File: src/rtl/serial_subtractor.sv
// serial_subtractor: bit-serial Result = inA - inB - BorrowIn, LSB first, one full-subtractor cell
// Start/Busy/Done handshake; outputs registered and held until the next completion.
module serial_subtractor #(
  parameter int WIDTH = 8
) (
  input  logic             Clk,
  input  logic             nReset,
  input  logic             Start,
  input  logic [WIDTH-1:0] inA,
  input  logic [WIDTH-1:0] inB,
  input  logic             BorrowIn,
  output logic             Busy,
  output logic             Done,
  output logic [WIDTH-1:0] Result,
  output logic             BorrowOut,
  output logic             Overflow
);
  localparam int CW = $clog2(WIDTH);
  typedef enum logic [1:0] {IDLE, RUN, DONE} stateT;
  stateT state, nextState;
  logic [WIDTH-1:0] aSh, bSh, newResult;
  logic [WIDTH-2:0] dSh;
  logic [CW-1:0] cnt;
  logic brw, sA, sB, diffBit, nextBrw, lastBit;

  assign diffBit = aSh[0] ^ bSh[0] ^ brw;
  assign nextBrw = (~aSh[0] & bSh[0]) | (~(aSh[0] ^ bSh[0]) & brw);
  assign lastBit = cnt == CW'(WIDTH - 1);
  // Difference bits enter at the MSB so the final word is complete on the last edge
  assign newResult = {diffBit, dSh};

  always_ff @(posedge Clk)
    state <= !nReset ? IDLE : nextState;

  always_comb
    nextState = state == IDLE ? (Start ? RUN : IDLE) :
                state == RUN  ? (lastBit ? DONE : RUN) : IDLE;

  always_comb begin
    Busy = state == RUN;
    Done = state == DONE;
  end

  always_ff @(posedge Clk) begin
    if (!nReset) begin
      aSh       <= '0;
      bSh       <= '0;
      dSh       <= '0;
      brw       <= 1'b0;
      cnt       <= '0;
      sA        <= 1'b0;
      sB        <= 1'b0;
      Result    <= '0;
      BorrowOut <= 1'b0;
      Overflow  <= 1'b0;
    end else if (state == IDLE && Start) begin
      aSh <= inA;
      bSh <= inB;
      brw <= BorrowIn;
      cnt <= '0;
      sA  <= inA[WIDTH-1];
      sB  <= inB[WIDTH-1];
    end else if (state == RUN) begin
      aSh <= aSh >> 1;
      bSh <= bSh >> 1;
      dSh <= newResult[WIDTH-1:1];
      brw <= nextBrw;
      cnt <= cnt + 1'b1;
      if (lastBit) begin
        Result    <= newResult;
        BorrowOut <= nextBrw;
        Overflow  <= (sA != sB) && (newResult[WIDTH-1] != sA);
      end
    end
  end
endmodule

File: config.mk
export PLATFORM = sky130hd
export DESIGN_NAME = serial_subtractor
export DESIGN_NICKNAME = d
export VERILOG_FILES = /design/src/rtl/serial_subtractor.sv
export SDC_FILE = /design/constraint.sdc
export NUM_CORES = 1
export LEC_CHECK = 0
export CORE_UTILIZATION = 50
export DETAILED_ROUTE_END_ITERATION = 10
export GPL_ROUTABILITY_DRIVEN = 0
export PLACE_DENSITY = 0.85
export SETUP_SLACK_MARGIN = 0.2
export SLEW_MARGIN = 30
export SYNTH_ARGS = -nofsm -noshare
export SYNTH_HDL_FRONTEND = slang
export SYNTH_SLANG_ARGS = --single-unit
File: constraint.sdc
create_clock -name Clk -period 1.9 [get_ports Clk]
set_input_delay 0.475 -clock Clk [delete_from_list [all_inputs] [get_ports Clk]]
set_output_delay 0.475 -clock Clk [all_outputs]
set_load 0.02 [all_outputs]
# [After elaboration in Yosys (flattened, before gate mapping)]
# Cells that the tools add are included.
[op_classes] n_mux=10 reduce_logical=7 bitwise_logic=9 n_eq_ne=5 add_sub_neg=1
[op_table] operator="8-bit 2-to-1 mux" count=4
[op_table] operator="2-bit 2-to-1 mux" count=3
[op_table] operator="1-bit NOT" count=4
[op_table] operator="3-bit by 1-bit adder with 3-bit output (second input constant)" count=1
[op_table] operator="3-bit == test (second input constant)" count=1
[op_table] operator="1-bit 2-to-1 mux" count=3
[op_table] operator="3-bit AND reduction" count=1
[op_table] operator="1-bit bitwise AND" count=2
[op_table] operator="2-bit by 1-bit == test with 1-bit output (second input constant)" count=1
[op_table] operator="2-bit == test (second input constant)" count=1
[op_table] operator="1-bit logical AND" count=2
[op_table] operator="2-bit zero test" count=1
[op_table] operator="1-bit != test" count=2
[op_table] operator="2-bit AND reduction" count=1
[op_table] operator="2-bit nonzero test" count=1
[op_table] operator="2-bit OR reduction" count=1
[op_table] operator="1-bit XOR" count=2
[op_table] operator="1-bit bitwise OR" count=1
[word_totals] output_inout_bits=12 in_bits=20 word_cells=43 reg_bits=41

# [Depth between registers and ports, before layout]
# Gate-level depths: netlist (run 1).
[logic_depth] word_depth=6 ltp_mapped=6 ltp_nobuf=5

# [Least setup slack after synthesis (run 1)]
# OpenSTA, ideal clock, no wires.
[synth_timing] kind="reg-to-reg" startpoint="register bSh[0]" endpoint="register Overflow" t_required_ns=1.826 arrival_ns=1.426 stages_incl_launch_ff=5 period_less_slack_ns=1.500 setup_slack_ns=0.400 path_buffers=0 setup_time_ns=0.074 cell_sequence="dfxtp_1 > inv_1 > fa_1 > or3b_2 > a31oi_1"
[synth_between] elab_chain_cells=4
[synth_rtl] element="start, declared" line="21" rtl="logic [WIDTH-1:0] aSh, bSh, newResult;"
[synth_rtl] element="start signal, assigned" line="58" rtl="bSh <= inB;"
[synth_rtl] element="start signal, assigned" line="65" rtl="bSh <= bSh >> 1;"
[synth_rtl] element="1-bit XOR (2 in series)" line="26" rtl="assign diffBit = aSh[0] ^ bSh[0] ^ brw;"
[synth_rtl] element="named net diffBit" line="24" rtl="logic brw, sA, sB, diffBit, nextBrw, lastBit;"
[synth_rtl] element="1-bit != test" line="72" rtl="Overflow <= (sA != sB) && (newResult[WIDTH-1] != sA);"
[synth_rtl] element="1-bit logical AND" line="72"
[synth_rtl] element="end signal, assigned" line="72"
[synth_rtl] element="end, declared" line="16" rtl="output logic Overflow"
# The timed path passes the listed nets, and every way through them passes these cells.
# A chain may end at the register's enable or synchronous reset.

# [Worst setup path after layout (run 1)]
# Same ends and word-level chain as after synthesis.

==> results of run 1 <==
## where the power goes
group | total [uW] | internal (uW) | switching [uW] | leakage [uW]
clock | 495 | 215 | 281 | 0.0000413
combinational | 194 | 100 | 94.0 | 0.000436
sequential | 922 | 900 | 21.7 | 0.000335
## metal layers
layer | track usage | wire length [um] | vias to the layer above
met1 | 0.238 | 1520 | 619
met3 | 0.0671 | 155 | 6
met5 | 0 | 0 | -
met4 | 0.0698 | 52 | 0
li1 | - | - | 711
met2 | 0.329 | 1430 | 39
## worst paths after layout
kind / endpoint / slack, ps / cells past startpoint
min: Result[7] / 460 / 2
min reg2reg: Result[7] / 460 / 2
max: Overflow / 280 / 4
max reg2reg: Overflow / 280 / 4
## flip-flops by register name, summed over array words and instances, names as in the netlist
register   cells
brw            1
dSh            7
sB             1
state          2
BorrowOut      1
sA             1
cnt            3
Result         8
aSh            8
Overflow       1
bSh            8
## per-stage QoR
| step | hold WS, ps | cell area, um^2 | util | cells | total power [uW] |
|---|---|---|---|---|---|
| finish | 455 | 2050 | 0.662 | 263 | 1610 |
| global route | 480 | 2050 | 0.662 | 263 | 1690 |
| CTS | 460 | 2060 | 0.665 | 263 | 1620 |
| detailed placement | 447 | 2010 | 0.647 | 255 | 1140 |
| global placement | 444 | 2010 | 0.647 | 255 | 1130 |
| floorplan | 441 | 1670 | - | 186 | 1060 |
## worst register-to-register path: cells and delay by family (launching register included)
| family | cells | cell delay [ps] |
|---|---|---|
| buffers and inverters | 1 | 60 |
| AO/OA/AOI/OAI | 1 | 160 |
| flip-flops | 1 | 340 |
| adder cells (fa/ha/maj) | 1 | 530 |
| AND/OR/NAND/NOR | 1 | 470 |
## repair_timing
item	CTS	global route
setup endpoints to repair	12	2
gates resized for setup	14	3
hold endpoints to repair	0	0
## cells by family (layout without fill, tap and decap cells)
kind of cell    Yosys count  in the layout  share of synthesized area
compound gates           74             74                      0.279
simple gates             50             50                      0.135
flops                    41             41                      0.493
buf+inv                  18             51                     0.0661
fa+ha+maj                 3              3                     0.0270
## final cells by class
cell class | instances | area, um^2
clock buffers | 7 | 65.1
clock inverters | 1 | 5.00
fillers | 306 | 1050
inverters | 5 | 21.3
multi-input cells | 127 | 734
flip-flops and latches | 41 | 821
well taps | 44 | 55.1
repair buffers | 38 | 353
## Yosys cell counts, drive strengths merged
library cell	number
a21boi	19
buf	8
o21ba	1
a31oi	1
a22oi	2
nor2	1
dfxtp	41
and3b	1
or3b	1
o211a	2
o21bai	1
nor3b	1
o22ai	14
and3	1
a21oi	15
fa	1
nand2b	2
nand3b	2
and2	1
nor2b	2
o21ai	19
nand2	38
ha	2
inv	5
clkbuf	5
==> metrics.md, run 1 <==
| Metric | Value |
|---|---|
| Outcome | complete, no violations |
| CP Buf/Inv Count | 1 |
| Leakage | around 0.0008 uW |
| Most common cell after layout, fill and taps aside | dfxtp_1 |
| Setup slack after layout | 278 ps |
| TritonCTS buffer count | 5 |
| Placement Setup Slack | 214 ps |
| TritonCTS clock tree | yes |
| Post-Synthesis Cells | 186 |
| Die H | 59.7 um |
| Largest net degree at the start of global routing | 42 |
| VDD IR max | 0.000407 V |
| Post-synthesis cell type count | 30 |
| Final worst-path cycle share | 0.854 |
| Achievable frequency | 616 MHz |
| Avg WL per Cell | 12.0 um |
| Crit path max fanout | 4 |
| Synthesized area | 1670 um^2 |
| Syn_area_per_cell | 8.95 um^2 |
| Flop and latch count out of synthesis | 41 |
| Die area | 3570 um^2 |
| Initial core utilization | 0.537 |
| CP Class | flip-flop to flip-flop |
| Ports | 32 |
| Hold_sp | Result[7] |
| Die width | 59.7 um |
| 1st-pass router iterations | 4 |
| 1st-iter DRT viols | 48 |
| Post-CTS Setup Inserts | 0 |
| Slowest CP cell | fa_1 |
| R2R Path Start | bSh[0] |
| CTS root buf | clkbuf_4 |
| Final Skew | 12.1 ps |
| GR Overflow Total | 0 |
| Total Negative Setup Slacks | 0 ps |
| Via count | 1375 |
| Vias/cell | 5.23 |
| Worst hold path type | flip-flop to flip-flop |
| Cell row count | 20 |
| Placeable Area | just over 3000 um^2 |
| Setup crit start | bSh[0] |
| Critical path arrival | 1910 ps |
| PwrDens | 785 nW/um^2 |
| Register area share after synthesis | 0.493 |
| Total of max-cap violations | 0 |
| Residual DRC count | 0 |
| Clk buf depth | 2 |
| Vias in the first global route | 1245 |
| Yosys synthesis warning count | 0 |
| Max-slew violations | 0 |
| Final hold vios | 0 |
| IO buf count | 31 |
| RSZ-0062 raised after global routing | no |
| First-pass GRT wire length | between 5 and 6 mm |
| Drt total wl | 3.16 mm |
| Post-DP HPWL | 2.16 mm |
| Final setup violation count | 0 |
| CP Cell Sequence | inv_1 > fa_1 > or3b_2 > a31oi_1 |
| CTS sink cnt | 41 |
| Area added between synthesis and finish | 23.4% |
| Final worst path period need | between 1500 and 2000 ps |
| Initial antenna violation count | 0 |
| Layout cells sized above 1 | 0.100 |
| Slowest stage delay, CP | 530 ps |
| Worst skew pair latency | 360 ps |
| Critical Path End Type | flip-flop |
| H-tree depth | 2 |
| Most frequent cells in the layout | dfxtp_1 (41), nand2_1 (38), o21ai_0 (19), clkdlybuf4s50_1 (19), a21boi_0 (17) |
| Rel. slew slack | 0.715 |
| Crit path launch type | flip-flop |
| GRT Util Overall | 0.198 |
| Worst EP required | 2180 ps |
| Nets@finish | approximately 240 |
| N_diodes | 0 |
| Yosys top cell area share | 0.493 |
| Slew @ Worst Pin | 427 ps |
| Leading area contributor after synthesis | dfxtp_1 |
| Clock transition at path regs | 110 ps |
| Top cells by area, synth | dfxtp_1 (49%), nand2_1 (8.6%), a21boi_0 (7.7%), o21ai_0 (5.7%), o22ai_1 (5.3%) |
| Syn Nets | roughly 210 |
| Routed Antenna Nets | 0 |
| Post-CTS Hold Fix Bufs | 0 |
| Top Family by Delay on Critical Path | adder cells |
No activity file was read; power rests on OpenSTA's default activity.
==> inputs of run 2 (changes only) <==
- GPL_TIMING_DRIVEN: not set -> 0
==> metrics.md, run 2 (synthesis results as in run 1) <==
| Metric | Value |
|---|---|
| Most Frequent Cell on Critical Path | buf_6 |
| Drt total wl | 3.44 mm (+8.8%) |
| Slowest stage delay, CP | 390 ps (-140 ps) |
| Largest net degree at the start of global routing | 14 (-67%) |
| Total Negative Setup Slacks | 0 ps (unchanged) |
| CP Cell Sequence | nand2b_4 > buf_6 > inv_4 > buf_6 > buf_6 |
| VDD IR max | 0.000575 V (+41%) |
| Post-DP HPWL | 2.32 mm (+7.2%) |
| Setup crit start | state[1] |
| Number of cells on the critical path | 5 (+1) |
| Initial antenna violation count | 0 (unchanged) |
| Sequential share of power | 0.529 (-0.043) |
| Grt met2 use | 0.395 (+0.0667) |
| Rel. slew slack | 0.758 (+0.0436) |
| Worst hold path type | flip-flop to flip-flop |
| Max-slew violations | 0 (unchanged) |
| Met1 usage | 0.262 (+0.0242) |
| Final Skew | 10.6 ps (-1.51 ps) |
| CTS root buf | clkbuf_4 |
| Int Pwr | 1320 uW (+9.0%) |
| Fin area | 2180 um^2 (+6.2%) |
| Nets@finish | 252 (+4.6%) |
| Hold Slack | 458 ps (+3.24 ps) |
| Achievable frequency | 588 MHz (-4.7%) |
| R2R depth | 4 (unchanged) |
| TritonCTS buffer count | 5 (unchanged) |
| Most frequent cells in the layout | dfxtp_1 (40), nand2_1 (38), o21ai_0 (19), clkdlybuf4s50_1 (19), a21boi_0 (17) |
| N_diodes | 0 (unchanged) |
| Top Family by Delay on Critical Path | flip-flops |
| Slew @ Worst Pin | 363 ps (-64.9 ps) |
| Avg WL per Cell | 12.5 um (+4.4%) |
| Critical Path End Type | primary output |
| Most common cell after layout, fill and taps aside | dfxtp_1 |
| GR Overflow Total | 0 (unchanged) |
| Die H | 59.7 um (unchanged) |
| Worst skew pair latency | 350 ps (about the same) |
| Final hold vios | 0 (unchanged) |
| Post-CTS Hold Fix Bufs | 0 (unchanged) |
| Final worst path period need | 1700 ps (+79.1 ps) |
| Vias in the first global route | 1361 (+9.3%) |
| Die area | 3570 um^2 (unchanged) |
| Die width | 59.7 um (unchanged) |
| Slowest CP cell | dfxtp_4 |
| CP Class | flip-flop to primary output |
| Outcome | complete, no violations |
| Combinational power share | 0.123 (+0.002) |
| Clock transition at path regs | 130 ps (+20 ps) |
| Final setup violation count | 0 (unchanged) |
| GRT Util Overall | 0.221 (+0.0231) |
| Cell row count | 20 (unchanged) |
| Net Sw Power | 417 uW (+5.1%) |
| Residual DRC count | 0 (unchanged) |
| TritonCTS clock tree | yes |
| Ports | 32 (unchanged) |
| IO buf count | 31 (unchanged) |
| Hold Crit Depth | 2 (unchanged) |
| Via count | 1416 (+3.0%) |
| R2R Path Start | bSh[0] |
| Final worst-path cycle share | 0.895 (+0.0416) |
| CP Buf/Inv Count | 4 (+3) |
| Crit path max fanout | 3 (-1) |
| H-tree depth | 2 (unchanged) |
| Setup slack after layout | 199 ps (-79.1 ps) |
| Top Usage Layer GRT | met2 |
| Worst EP required | 1420 ps (-760 ps) |
| Placeable Area | 3100 um^2 (unchanged) |
| Vias/cell | 5.17 (-1.2%) |
| Clock network fraction of total power | 0.347 (+0.040) |
| Post-layout utilization of the core | 0.703 (+0.0407) |
| 1st-pass router iterations | 4 (unchanged) |
| Layout cells sized above 1 | 0.143 (+0.0430) |
| Routed Antenna Nets | 0 (unchanged) |
| RSZ-0062 raised after global routing | yes |
| Area added between synthesis and finish | 31.0% |
| Placement Setup Slack | -169 ps (-383 ps) |
| CTS sink cnt | 41 (unchanged) |
| PwrDens | 799 nW/um^2 (+1.8%) |
| Crit path launch type | flip-flop |
| 1st-iter DRT viols | 38 (-21%) |
| Initial core utilization | 0.537 (unchanged) |
| Total of max-cap violations | 0 (unchanged) |
| Clk buf depth | 2 (unchanged) |
| Switching share of total power | 0.239 (-0.00660) |
| M3 GR Usage | 0.0671 (unchanged) |
| Largest registers | Result x8, aSh x8, bSh x8 |
| Post-DP Area | 2030 um^2 (+1.2%) |
| Critical path arrival | 1230 ps (-680 ps) |
| First-pass GRT wire length | 5.93 mm (+13%) |
| Leakage | 0.000859 uW (+5.7%) |
| Hold_sp | Result[7] |
run 2: timing repair:
item | CTS | global route
endpoints found under the setup margin | 12 | 2
resized for setup | 27 | 5
pin swaps | 0 | 0
buffers inserted | 4 | 1
run 2: layout make-up:
type                    count  area, um^2
plain buffers              13         100
clock buffers               6        51.3
clock inverters             2        37.5
fillers                   265         922
inverters                   5        25.0
multi-input cells         127         749
flip-flops and latches     41         825
well taps                  44        55.1
repair buffers             36         338
run 2: path summary, 6_finish.rpt:
path / to / slack (ps)
setup reg to reg: Overflow / 240
hold reg to reg: Result[7] / 460
setup / recovery: Busy / 200
hold / removal: Result[7] / 460
run 2: worst reg2reg max path: cells and delay by family (launching register included):
family	cells	cell delay, ps
AO/OA/AOI/OAI	1	170
adder cells (fa/ha/maj)	1	540
buffers and inverters	1	60
flip-flops	1	350
AND/OR/NAND/NOR	1	470
run 2: through the flow:
stage	instances	total power, uW
finish	274	1740
global route	274	1800
CTS	273	1740
detailed placement	261	1140
global placement	261	1140
floorplan	186	1060
run 2: routing by layer:
layer,share of wire,vias up
met5,0,-
met4,0.0081,0
met3,0.039,4
met2,0.50,32
met1,0.45,646
li1,-,734
run 2: power by group through the flow:
stage	clock network [uW]	logic [uW]	registers (uW)
after detailed placement	0	202	941
after CTS	606	209	921
final	605	215	922
after global routing	639	239	928
after floorplan	0	129	935
after global placement	0	198	939
